[src/rtl/ifetch_warp_pc_sched_pkg.sv]
// Shared types and constants for the per-warp fetch PC scheduler.
// Holds warp state encodings, counter width and set-index slice helpers.
package ifetch_warp_pc_sched_pkg;

   typedef enum logic {
      WARP_READY = 1'b0,
      WARP_WAIT  = 1'b1
   } warp_state_e;

   localparam int IFETCH_PERF_CNT_W = 32;

   // Bit positions of the icache set index inside a fetch PC.
   function automatic int set_idx_lsb(input int line_offset_bits);
      return line_offset_bits;
   endfunction

   function automatic int set_idx_msb(input int line_offset_bits, input int set_bits);
      return line_offset_bits + set_bits - 1;
   endfunction

endpackage

[src/rtl/ifetch_warp_pc_sched_slot.sv]
// One warp's fetch PC and READY/WAIT state with the prioritised update:
// rollback > miss > fire > hold, plus wake from WAIT.
module ifetch_warp_slot
   import ifetch_warp_pc_sched_pkg::*;
#(
   parameter int                    ADDR_WIDTH  = 32,
   parameter int                    INSTR_BYTES = 4,
   parameter logic [ADDR_WIDTH-1:0] RESET_PC    = '0
) (
   input  logic                  clk,
   input  logic                  rst,
   input  logic                  rollback_hit_i,
   input  logic [ADDR_WIDTH-1:0] rollback_pc_i,
   input  logic                  miss_hit_i,
   input  logic                  miss_sleep_i,
   input  logic [ADDR_WIDTH-1:0] miss_pc_i,
   input  logic                  wake_i,
   input  logic                  fire_i,
   output logic [ADDR_WIDTH-1:0] pc_o,
   output warp_state_e           state_o
);

   logic [ADDR_WIDTH-1:0] pc_q, pc_d;
   warp_state_e           state_q, state_d;

   always_ff @(posedge clk) begin
      if (rst) begin
         pc_q    <= RESET_PC;
         state_q <= WARP_READY;
      end else begin
         pc_q    <= pc_d;
         state_q <= state_d;
      end
   end

   always_comb begin
      pc_d    = pc_q;
      state_d = state_q;
      if (rollback_hit_i) begin
         pc_d    = rollback_pc_i;
         state_d = WARP_READY;
      end else if (miss_hit_i) begin
         pc_d = miss_pc_i;
         // A sleep-miss wins over a same-cycle wake; a near-miss does not.
         if (miss_sleep_i) begin
            state_d = WARP_WAIT;
         end else if (wake_i && state_q == WARP_WAIT) begin
            state_d = WARP_READY;
         end
      end else begin
         if (fire_i) begin
            pc_d = pc_q + ADDR_WIDTH'(INSTR_BYTES);
         end
         if (wake_i && state_q == WARP_WAIT) begin
            state_d = WARP_READY;
         end
      end
   end

   assign pc_o    = pc_q;
   assign state_o = state_q;

endmodule

[src/rtl/ifetch_warp_pc_sched.sv]
// Round-robin per-warp fetch PC scheduler feeding the ifetch data stage.
// Optional per-warp perf counters are built only with IFETCH_PERF_CNT_EN defined.
module ifetch_warp_pc_sched
   import ifetch_warp_pc_sched_pkg::*;
#(
   parameter int                    NUM_WARPS        = 4,
   parameter int                    ADDR_WIDTH       = 32,
   parameter int                    LINE_OFFSET_BITS = 6,
   parameter int                    SET_BITS         = 6,
   parameter int                    INSTR_BYTES      = 4,
   parameter logic [ADDR_WIDTH-1:0] RESET_PC         = '0,
   localparam int                   WARP_IDX_W       = $clog2(NUM_WARPS)
) (
   input  logic                                  clk,
   input  logic                                  rst,
   input  logic [NUM_WARPS-1:0]                  warp_en,
   output logic                                  out_valid,
   input  logic                                  out_ready,
   output logic [ADDR_WIDTH-1:0]                 out_pc,
   output logic [WARP_IDX_W-1:0]                 out_warp_idx,
   output logic                                  icache_fetch_en,
   output logic [SET_BITS-1:0]                   icache_set_idx,
   input  logic                                  miss_en,
   input  logic                                  miss_sleep,
   input  logic [WARP_IDX_W-1:0]                 miss_warp_idx,
   input  logic [ADDR_WIDTH-1:0]                 miss_pc,
   input  logic [NUM_WARPS-1:0]                  wake_bitmap,
   input  logic                                  rollback_en,
   input  logic [WARP_IDX_W-1:0]                 rollback_warp_idx,
   input  logic [ADDR_WIDTH-1:0]                 rollback_pc,
   output logic [NUM_WARPS-1:0]                  wait_bitmap,
   output logic [NUM_WARPS*IFETCH_PERF_CNT_W-1:0] perf_fetch_cnt,
   output logic [NUM_WARPS*IFETCH_PERF_CNT_W-1:0] perf_miss_cnt
);

   localparam int SET_LSB = set_idx_lsb(LINE_OFFSET_BITS);
   localparam int SET_MSB = set_idx_msb(LINE_OFFSET_BITS, SET_BITS);

   // Handshake: out_valid/out_pc/out_warp_idx are a combinational offer; a
   // transfer (fire) happens in any cycle with out_valid & out_ready, and the
   // offer is held stable while out_ready is low unless eligibility changes.

   logic [WARP_IDX_W-1:0] rr_ptr_q, rr_ptr_d;
   logic [NUM_WARPS-1:0]  eligible;
   logic [NUM_WARPS-1:0]  miss_hit;
   logic [NUM_WARPS-1:0]  rollback_hit;
   logic [NUM_WARPS-1:0]  fire_oh;
   logic [WARP_IDX_W-1:0] sel_idx;
   logic [WARP_IDX_W-1:0] cand;
   logic                  sel_found;
   logic                  fire;
   logic [ADDR_WIDTH-1:0] slot_pc    [NUM_WARPS];
   warp_state_e           slot_state [NUM_WARPS];

   always_comb begin
      miss_hit     = '0;
      rollback_hit = '0;
      eligible     = '0;
      for (int w = 0; w < NUM_WARPS; w++) begin
         miss_hit[w]     = miss_en && (miss_warp_idx == WARP_IDX_W'(w));
         rollback_hit[w] = rollback_en && (rollback_warp_idx == WARP_IDX_W'(w));
         eligible[w]     = !rst && warp_en[w] && (slot_state[w] == WARP_READY)
                           && !miss_hit[w] && !rollback_hit[w];
      end
   end

   // Rotating-priority pick: first eligible warp at or above the pointer.
   always_comb begin
      sel_found = 1'b0;
      sel_idx   = rr_ptr_q;
      cand      = rr_ptr_q;
      for (int i = 0; i < NUM_WARPS; i++) begin
         cand = rr_ptr_q + WARP_IDX_W'(i);
         if (!sel_found && eligible[cand]) begin
            sel_found = 1'b1;
            sel_idx   = cand;
         end
      end
   end

   assign out_valid       = sel_found;
   assign fire            = sel_found && out_ready;
   assign out_warp_idx    = sel_idx;
   assign out_pc          = slot_pc[sel_idx];
   assign icache_fetch_en = fire;
   assign icache_set_idx  = out_pc[SET_MSB:SET_LSB];

   always_comb begin
      fire_oh = '0;
      for (int w = 0; w < NUM_WARPS; w++) begin
         fire_oh[w] = fire && (sel_idx == WARP_IDX_W'(w));
      end
   end

   always_comb begin
      rr_ptr_d = rr_ptr_q;
      if (fire) begin
         rr_ptr_d = sel_idx + WARP_IDX_W'(1);
      end
   end

   always_ff @(posedge clk) begin
      if (rst) begin
         rr_ptr_q <= '0;
      end else begin
         rr_ptr_q <= rr_ptr_d;
      end
   end

   for (genvar w = 0; w < NUM_WARPS; w++) begin : g_slot
      ifetch_warp_slot #(
         .ADDR_WIDTH  (ADDR_WIDTH),
         .INSTR_BYTES (INSTR_BYTES),
         .RESET_PC    (RESET_PC)
      ) u_slot (
         .clk            (clk),
         .rst            (rst),
         .rollback_hit_i (rollback_hit[w]),
         .rollback_pc_i  (rollback_pc),
         .miss_hit_i     (miss_hit[w]),
         .miss_sleep_i   (miss_sleep),
         .miss_pc_i      (miss_pc),
         .wake_i         (wake_bitmap[w]),
         .fire_i         (fire_oh[w]),
         .pc_o           (slot_pc[w]),
         .state_o        (slot_state[w])
      );
      assign wait_bitmap[w] = (slot_state[w] == WARP_WAIT);
   end

`ifdef IFETCH_PERF_CNT_EN
   for (genvar w = 0; w < NUM_WARPS; w++) begin : g_perf
      logic [IFETCH_PERF_CNT_W-1:0] fetch_cnt_q;
      logic [IFETCH_PERF_CNT_W-1:0] miss_cnt_q;

      // Rollback deliberately leaves these alone; only reset clears them.
      always_ff @(posedge clk) begin
         if (rst) begin
            fetch_cnt_q <= '0;
            miss_cnt_q  <= '0;
         end else begin
            if (fire_oh[w]) begin
               fetch_cnt_q <= fetch_cnt_q + IFETCH_PERF_CNT_W'(1);
            end
            if (miss_hit[w] && miss_sleep) begin
               miss_cnt_q <= miss_cnt_q + IFETCH_PERF_CNT_W'(1);
            end
         end
      end

      assign perf_fetch_cnt[w*IFETCH_PERF_CNT_W +: IFETCH_PERF_CNT_W] = fetch_cnt_q;
      assign perf_miss_cnt[w*IFETCH_PERF_CNT_W +: IFETCH_PERF_CNT_W]  = miss_cnt_q;
   end
`else
   assign perf_fetch_cnt = '0;
   assign perf_miss_cnt  = '0;
`endif

endmodule

[config.mk]
export PLATFORM = sky130hd
export DESIGN_NAME = ifetch_warp_pc_sched
export DESIGN_NICKNAME = d
export VERILOG_FILES = /design/src/rtl/ifetch_warp_pc_sched_pkg.sv /design/src/rtl/ifetch_warp_pc_sched_slot.sv /design/src/rtl/ifetch_warp_pc_sched.sv
export SDC_FILE = /design/constraint.sdc
export NUM_CORES = 1
export LEC_CHECK = 0
export CAP_MARGIN = 10
export CORE_UTILIZATION = 35
export CTS_BUF_LIST = sky130_fd_sc_hd__clkbuf_8
export CTS_CLUSTER_DIAMETER = 100
export DETAILED_ROUTE_END_ITERATION = 16
export PLACE_DENSITY = 0.66
export SYNTH_ARGS = -nofsm -noshare
export SYNTH_HDL_FRONTEND = slang
export SYNTH_SLANG_ARGS = --single-unit
[constraint.sdc]
create_clock -name clk -period 2.65 [get_ports clk]
set_input_delay 0.265 -clock clk [delete_from_list [all_inputs] [get_ports clk]]
set_output_delay 0.265 -clock clk [all_outputs]
set_load 0.05 [all_outputs]
* Word-level counts from Yosys, hierarchy flattened *
Cells that the tools add are included.

storage, ports and cells
  register bits after elaboration = 134
  input port bits = 82
  output and inout bits = 302

cells by class
  add/subtract/negate cells = 8
  $lt $le $gt $ge = 5
  equality and inequality tests = 9
  muxes and demuxes = 42
  bitwise operators = 5
  reductions and logical operators = 59

operators by type and width
  operator                 count
  $mux W32                 14
  $add A32 B3 Y32 const B  4
  $bmux W32 S2             1
  $logic_and A1 B1 Y1      36
  $mux W1                  20
  $eq A2 B2 Y1 const B     6
  $logic_not A1 Y1         12
  $lt A2 B3 Y1 const B     4
  $reduce_bool A3 Y1       4
  $bmux W1 S2              4
  $reduce_or A2 Y1         4
  $eq A2 B1 Y1 const B     3
  $logic_not A2 Y1         3
  $mux W2                  3
  $add A2 B1 Y2 const B    2
  $add A2 B2 Y2 const B    2
  $not A1 Y1               4
  $ge A3 B3 Y1 const B     1
  $not A2 Y3               1

* Logic depth before layout (Yosys ltp) *
Gate-level depths: netlist (run 1).

  depth after elaboration = 22
  gate-level depth with buffers = 11
  depth with buffers taken out = 8

* Hierarchy *
From an unflattened synthesis (run 1), not the netlist that was laid out.

second synthesis, totals
  cells, all modules = 1595
  area total of the unflattened synthesis = 12588.3 µm²

by module, submodules not included
  module                instances  cells an instance  area an instance (µm²)  seq. area each (µm²)
  ifetch_warp_slot      4          309                2341.0                  660.6
  ifetch_warp_pc_sched  1          359                3224.3                  40.0

* Worst setup path before layout (run 1) *
Ideal clock, no wire load.

  kind = input to output
  start = input miss_warp_idx[1]
  end = output out_pc[9]
  arrival time = 3.382 ns
  data required time = 2.385 ns
  slack = -0.997 ns
  cell stages on the path = 11
  buffers on the path = 5
  path through = buf_2 and3b_1 buf_2 nor4_1 nor2_1 o22ai_2 buf_4 buf_4 mux2i_1 a21oi_1 buf_4

on the way
  cells in the longest elaborated chain, start to end = 21
  elaborated cells on any way between the ends = 44
  classes of those cells = eq/ne: 3; mux: 17; bitwise: 1; reduce/logical: 23

ends and longest elaborated chain
  what                                             RTL line                    source
  from (decl)                                      ifetch_warp_pc_sched.sv:25  input logic [WARP_IDX_W-1:0] miss_warp_idx,
  $eq A2 B1 Y1 (tied with other cells)             ifetch_warp_pc_sched.sv:60  miss_hit[w] = miss_en && (miss_warp_idx == WARP_IDX_W'(w));
  $logic_and A1 B1 Y1                              ifetch_warp_pc_sched.sv:60
  $logic_not A1 Y1                                 ifetch_warp_pc_sched.sv:63  && !miss_hit[w] && !rollback_hit[w];
  $logic_and A1 B1 Y1 (2 in a row)                 ifetch_warp_pc_sched.sv:63
  $bmux W1 S2                                      ifetch_warp_pc_sched.sv:74  if (!sel_found && eligible[cand]) begin
  $mux W1 (implied by the code)                    ifetch_warp_pc_sched.sv:74
  $mux W1                                          ifetch_warp_pc_sched.sv:74
  $logic_not A1 Y1                                 ifetch_warp_pc_sched.sv:74
  (+3 left out)                                    --
  $logic_and A1 B1 Y1                              ifetch_warp_pc_sched.sv:74
  $mux W1                                          ifetch_warp_pc_sched.sv:74
  $logic_not A1 Y1                                 ifetch_warp_pc_sched.sv:74
  $logic_and A1 B1 Y1                              ifetch_warp_pc_sched.sv:74
  $mux W2 (*)                                      ifetch_warp_pc_sched.sv:74
  $not A2 Y3 (implied by the code) (*)             ifetch_warp_pc_sched.sv:84  assign out_pc = slot_pc[sel_idx];
  $bmux W32 S2 (*)                                 ifetch_warp_pc_sched.sv:84
  $mux W32 (implied by the code) (*) (2 in a row)  ifetch_warp_pc_sched.sv:84
  to (decl)                                        ifetch_warp_pc_sched.sv:19  output logic [ADDR_WIDTH-1:0] out_pc,

Mark *: on every way between the ends. The rest lies on a longest branch, timed or not. The select of a mux whose other input is x is not followed.

* Worst setup path after layout (run 1) *
  start = input rollback_warp_idx[0]
  end = output icache_set_idx[0]

on the way
  cells in the longest elaborated chain, start to end = 20
  elaborated cells on any way between the ends = 40
  classes of those cells = eq/ne: 3; mux: 17; bitwise: 1; reduce/logical: 19

ends and longest elaborated chain
  what                                             RTL line                    source
  from (decl)                                      ifetch_warp_pc_sched.sv:29  input logic [WARP_IDX_W-1:0] rollback_warp_idx,
  $eq A2 B1 Y1 (tied with other cells)             ifetch_warp_pc_sched.sv:61  rollback_hit[w] = rollback_en && (rollback_warp_idx == WARP_IDX_W'(w));
  $logic_and A1 B1 Y1                              ifetch_warp_pc_sched.sv:61
  $logic_not A1 Y1                                 ifetch_warp_pc_sched.sv:63
  $logic_and A1 B1 Y1                              ifetch_warp_pc_sched.sv:63
  $bmux W1 S2                                      ifetch_warp_pc_sched.sv:74
  $mux W1 (implied by the code)                    ifetch_warp_pc_sched.sv:74
  $mux W1                                          ifetch_warp_pc_sched.sv:74
  $logic_not A1 Y1                                 ifetch_warp_pc_sched.sv:74
  (+3 left out)                                    --
  $logic_and A1 B1 Y1                              ifetch_warp_pc_sched.sv:74
  $mux W1                                          ifetch_warp_pc_sched.sv:74
  $logic_not A1 Y1                                 ifetch_warp_pc_sched.sv:74
  $logic_and A1 B1 Y1                              ifetch_warp_pc_sched.sv:74
  $mux W2 (*)                                      ifetch_warp_pc_sched.sv:74
  $not A2 Y3 (implied by the code) (*)             ifetch_warp_pc_sched.sv:84
  $bmux W32 S2 (*)                                 ifetch_warp_pc_sched.sv:84
  $mux W32 (implied by the code) (*) (2 in a row)  ifetch_warp_pc_sched.sv:84
  to (decl)                                        ifetch_warp_pc_sched.sv:22  output logic [SET_BITS-1:0] icache_set_idx,

Marks and branches as above.

==> results of run 1 <==
[worst paths after layout]
check | from | to | depth (start not counted)
worst max register to register | g_slot[2].u_slot.state_o | g_slot[0].u_slot.pc_o[13] | 13
worst min-delay path | rst | g_slot[3].u_slot.state_o | 3
worst min register to register | g_slot[1].u_slot.pc_o[0] | g_slot[1].u_slot.pc_o[0] | 2
worst max-delay path | rollback_warp_idx[0] | icache_set_idx[0] | 10
[layer usage]
| metal | part of all wire | track usage | wire length [µm] | vias to the layer above |
|---|---|---|---|---|
| li1 | - | - | - | 6081 |
| met1 | 0.38 | 0.3367 | 19210 | 6477 |
| met2 | 0.44 | 0.4067 | 22140 | 1015 |
| met3 | 0.12 | 0.05521 | 5844 | 208 |
| met4 | 0.058 | 0.1223 | 2919 | 0 |
| met5 | 0 | 0 | 0 | - |
[layout make-up]
class / count / area, µm² / area share
antenna: 2 / 5.005 / 0.0002928
clock buffer: 17 / 234.0 / 0.01369
clock inverter: 15 / 160.2 / 0.009368
inverter: 17 / 63.81 / 0.003733
multi-input combinational: 1395 / 9117 / 0.5333
sequential: 134 / 2685 / 0.1571
tap: 448 / 560.5 / 0.03279
timing repair buffer: 383 / 4269 / 0.2497
[worst max-delay path, stage by stage]
cell and delay, ns:
clkdlybuf4s50_1 0.51, and3b_2 0.26, or4_4 0.47, o221a_4 0.29, o21ai_4 0.23, buf_6 0.20
buf_12 0.16, nor2_4 0.04, a21oi_4 0.19, buf_12 0.17
[state kept, by name, indices dropped and copies added (netlist names)]
signal	cells
g_slot.u_slot.state_o	4
g_slot.u_slot.pc_o	128
rr_ptr_q	2
[cell usage in the layout (no fill, tap or decap), drive strengths merged, types with 24 or more instances in the layout]
master,instances
a211oi,130
a21oi,137
buf,290
clkbuf,25
clkdlybuf4s50,80
conb,256
dfxtp,134
inv,25
mux2,30
mux2i,30
nand2,115
nand3,61
nand4,30
nor2,204
nor3,43
o21ai,69
xnor2,24
xor2,44
[Yosys cell counts, drive strengths merged (9+ instances only)]
library cell	count	area (µm²)
buf	294	2140
nor2	204	765.7
a21oi	137	685.7
dfxtp	134	2683
a211oi	130	975.9
nand2	115	431.7
clkbuf	71	266.5
o21ai	69	364.1
nand3	61	305.3
xor2	44	385.4
nor3	43	215.2
mux2	30	337.8
mux2i	30	300.3
nand4	30	187.7
xnor2	24	210.2
a22oi	21	157.7
and3	19	118.9
inv	17	63.81
o211ai	14	110.1
o22ai	14	93.84
nor4	13	96.34
and4	11	96.34
o31ai	11	82.58
o221ai	10	87.58
nor2b	9	56.30
[metrics by stage]
step | area [µm²] | setup WS [ns] | total power, W | hold slack, ns
3_5_place_dp | 14900 | -0.5573 | 0.007644 | 0.4688
3_3_place_gp | 14900 | -0.5008 | 0.007591 | 0.4590
2_1_floorplan | 13690 | -0.08480 | 0.006140 | 0.4240
5_1_grt | 17100 | -0.5110 | 0.01095 | 0.2074
4_1_cts | 15960 | -0.3989 | 0.009936 | 0.1950
6_report | 17100 | -0.4098 | 0.01061 | 0.2058
[logic make-up (layout without fill, tap and decap cells)]
family / after synthesis / in the layout / share of synthesized area
muxes: 60 / 60 / 0.05292
buffers and inverters: 382 / 432 / 0.2048
other: 1 / 258 / 0.0003110
adders and majority gates: 4 / 4 / 0.004150
and+or+nand+nor: 543 / 543 / 0.2121
DFF: 134 / 134 / 0.2225
xor gates and xnor gates: 68 / 68 / 0.04939
AOI/OAI and AO/OA: 464 / 464 / 0.2539
[power breakdown]
part	total (W)	switching (W)	internal, W
registers	0.00249	0.000299	0.00219
clock network	0.00183	0.00105	0.000779
logic	0.00628	0.00360	0.00268
[repair_timing]
| action | in CTS | in global routing |
|---|---|---|
| gates cloned | 6 | 10 |
| resized for setup | 73 | 174 |
| endpoints found under the setup margin | 52 | 109 |
| setup buffers | 30 | 24 |
| pin swaps | 32 | 58 |
| endpoints found under the hold margin | 0 | 0 |
==> impl_metrics.yaml, run 1 <==
run_status:
  status: "finished with violations"
  violations: "setup timing"
cts:
  cts_hold_buf: 0
  htree_levels: 4
  cts_tree: "done"
  cts_made_buffers: 17
  clock_latency_ns: 0.49
  cts.clk_slew.worst_paths_ns: 0.10
  cts_sinks: 134
  max-clock-path-buffers: 2
  cts-root-buf: "clkbuf_8"
layout:
  fin_util: 0.5073
  finalNonFillerCells: 2411
  finalNetCount: 2034
  drive_gt1_frac: 0.2835
  area_growth_pct: 41.76
  fill_cells: 3114
die:
  die_w_um: 187.6
  rows: 67
  die_y_um: 187.6
  dieArea_mm2: 0.03520
  core_area_mm2: 0.03370
  start_util: 0.3578
  pin_count: 384
worst_setup_path:
  startpoint_type: "input pin"
  endpoint_kind: "output pin"
  crit_required_ns: 2.38
  r2r_slack_ns: -0.26
  crit_type: "in2out"
  critPathArrivalTime_ns: 2.79
  path_max_fanout: 8
drt:
  wl_per_cell_um: 20.78
  wl_um: 50110
  vias_per_cell: 5.716
  first_iter_violations: 1705
  firstDrtPassIters: 6
  route.detailed.drc: 0
  route.vias.total: 13781
  antenna_left: 0
timing:
  fin_crit_sh: 1.155
  fin_crit_ns: 3.060
  max_freq_mhz: 326.8
  hold_violations: 0
  setup_viol: 97
  setup_tns_ns: -22.14
  drv_slew: 0
  worst_pin_slew_ns: 1.290
  finalClockSkew_ns: 0.02472
  rsz0062_at_grt: "true"
  setup_ws_ns: -0.4098
  maxSlewHeadroom: 0.1400
grt:
  grt_pass1_vias: 12076
  grt_usage: 0.2590
  grt_max_degree: 89
  antenna_found_initial: 2
  grt_pass1_wl_um: 71390
  overflow: 0
placement:
  dpl.cell_count: 2312
  port_buffers: 127
  dpl.hpwl_um: 33980
  place.gp.congestion: 0.9210
pwr:
  irDropWorstVdd_mv: 0.4635
  power.leakage_nw: 6.541
  p_per_area_mw_per_mm2: 620.7
synthesis:
  avgSynthCellArea_um2: 7.282
  seq_area_frac_synth: 0.2225
  yosysUniqueCellTypes: 71
  ys_warn_count: 0
  synth-seq-cells: 134
  synth_cells: 1656
  syn_area_mm2: 0.01206
  synth-async-reset-ratio: 0
  synth_ff_type: "dfxtp_1"
  synth_edf_count: 0
run:
  maxCapViolCount: 0
min_path:
  hold_class: "in2reg"
Note: power is estimated with default switching activity, not from simulation.
==> inputs of run 2 (changes only) <==
CTS_CLUSTER_SIZE = 14   (was unset)
HOLD_SLACK_MARGIN = 0.08   (was unset)
==> results of run 2 <==
No change in the layout: final DEF, timing and power equal those of run 1.
==> inputs of run 3 (changes only) <==
PLACE_DENSITY = unset   (was 0.66)
clock period = 4 ns   (was 2.65 ns; I/O delays follow)
==> run 3 against run 2 <==
Net effect:
- the flow now finishes without violations
- critical endpoint is now icache_set_idx[4]
- clock skew shrank 0.0032 ns
- count of clock-buffer cells in the layout grew 1
- global-route usage shrank 0.19 points
==> impl_metrics.yaml, run 3 (synthesis results as in run 1) <==
run_status:
  status: "finished clean"
layout:
  final_common_cell: "conb_1"
  fin_util: 0.4044
  diodes: 0
  drive_gt1_frac: 0.09989
  fill_cells: 3544
  seq_area_mm2: 0.002683
  area_growth_pct: 13.01
  largest_register_ffs: 128
  multi_input_area_mm2: 0.007891
  final_cell_mix: "conb_1, nor2_1, a21oi_1, dfxtp_1, a211oi_1"
  finalNetCount: 1836
die:
  die_y_um: 187.6
  dieArea_mm2: 0.03520
  start_util: 0.3578
  core_area_mm2: 0.03370
  die_w_um: 187.6
  pin_count: 384
  rows: 67
worst_setup_path:
  crit_family: "compound AO/OA/AOI/OAI gates"
  crit_type: "in2out"
  startpoint_type: "input pin"
  critPathArrivalTime_ns: 3.47
  slowest_delay_ns: 0.57
  critPathMostFrequentCell: "buf_12"
  endpoint_kind: "output pin"
  slowest_stage: "clkdlybuf4s50_1"
  reg2reg_from: "g_slot[2].u_slot.state_o"
  startpoint: "rollback_warp_idx[1]"
  path_buf_inv: 4
  path_max_fanout: 34
  worstPathCellList: "clkdlybuf4s50_1 > and3_1 > o311ai_0 > o21ai_0 > o22ai_4 > buf_12 > buf_4 > mux2i_1 > a21oi_1 > buf_12"
  crit_required_ns: 3.60
placement:
  dpl.hpwl_um: 34360
  port_buffers: 127
  place.gp.congestion: 1.024
timing:
  max_freq_mhz: 258.1
  rsz0062_at_grt: "false"
  worst_pin_slew_ns: 1.122
  drv_slew: 0
  fin_crit_ns: 3.875
  hold_violations: 0
  setup_viol: 0
  finalClockSkew_ns: 0.02148
  setup_tns_ns: 0
  fin_crit_sh: 0.9687
  maxSlewHeadroom: 0.2492
min_path:
  hold_class: "in2reg"
  hold_path_startpoint: "rst"
cts:
  clock_latency_ns: 0.48
  cts-root-buf: "clkbuf_8"
  cts_setup_buffers: 0
  htree_levels: 4
  cts_hold_buf: 0
  cts.clk_slew.worst_paths_ns: 0.09
  max-clock-path-buffers: 2
  cts_sinks: 134
  cts_tree: "done"
  cts_made_buffers: 17
  postCtsResizedCells: 0
drt:
  route.vias.total: 12511
  firstDrtPassIters: 6
  first_iter_violations: 1558
  wl_per_cell_um: 21.21
  wl_um: 46880
  vias_per_cell: 5.661
  antenna_left: 0
  route.detailed.drc: 0
pwr:
  irDropWorstVdd_mv: 0.4359
  power.leakage_nw: 5.143
  p_per_area_mw_per_mm2: 426.1
grt:
  grt_pass1_vias: 11066
  grt_usage: 0.2571
  overflow: 0
  grt_max_degree: 69
  grt_pass1_wl_um: 69330
  antenna_found_initial: 0
run:
  maxCapViolCount: 0
run 3: changes by cell type in the layout (fill, tap and decap cells not counted), sizes merged:
cell / previous run / this run
buf: 290 / 101
clkbuf: 25 / 18
inv: 25 / 20
clkdlybuf4s50: 80 / 84
dlygate4sd2: 4 / 0
clkinv: 2 / 5
diode: 2 / 0
bufbuf: 1 / 0
bufinv: 1 / 2
clkinvlp: 4 / 3
run 3: area by class of cell:
cell class	instances	area share
clock buffers	18	0.01818
inverters	17	0.004682
clock inverters	13	0.009916
multi-input cells	1395	0.5790
flip-flops and latches	134	0.1968
well taps	448	0.04113
repair buffers	185	0.1502
run 3: path summary, 6_finish.rpt:
| kind | endpoint | slack [ns] | cells past startpoint |
|---|---|---|---|
| hold / removal | g_slot[1].u_slot.pc_o[27] | 0.26 | 2 |
| hold reg to reg | g_slot[0].u_slot.pc_o[16] | 0.49 | 1 |
| setup reg to reg | g_slot[0].u_slot.pc_o[28] | 1.02 | 8 |
| setup / recovery | icache_set_idx[4] | 0.13 | 10 |
run 3: where the power goes:
part	switching [W]	leakage [nW]	internal [W]	total [W]
Combinational	0.00197	3.85	0.00100	0.00297
Clock	0.000625	0.193	0.000564	0.00119
Sequential	0.000193	1.10	0.00145	0.00165
Total	0.00279	5.14	0.00302	0.00581
run 3: layer usage:
layer | wire length, µm | up-vias | GRT usage | share of wire
li1 | - | 5674 | - | -
met1 | 19320 | 5853 | 0.3504 | 0.41
met2 | 20180 | 849 | 0.3919 | 0.43
met3 | 4945 | 135 | 0.04249 | 0.11
met4 | 2435 | 0 | 0.1238 | 0.052
met5 | 0 | - | 0 | 0
run 3: stage by stage:
stage	power [W]	hold slack [ns]	cell area, µm²	setup WS, ns	instances
after floorplan	0.003732	0.4470	13020	0.08297	1911
after global placement	0.004588	0.4725	13240	0.1941	2178
after detailed placement	0.004599	0.4703	13240	0.2111	2178
after CTS	0.005781	0.2552	13620	0.1554	2209
after global routing	0.006011	0.2723	13630	0.02225	2210
final	0.005807	0.2623	13630	0.1253	2210
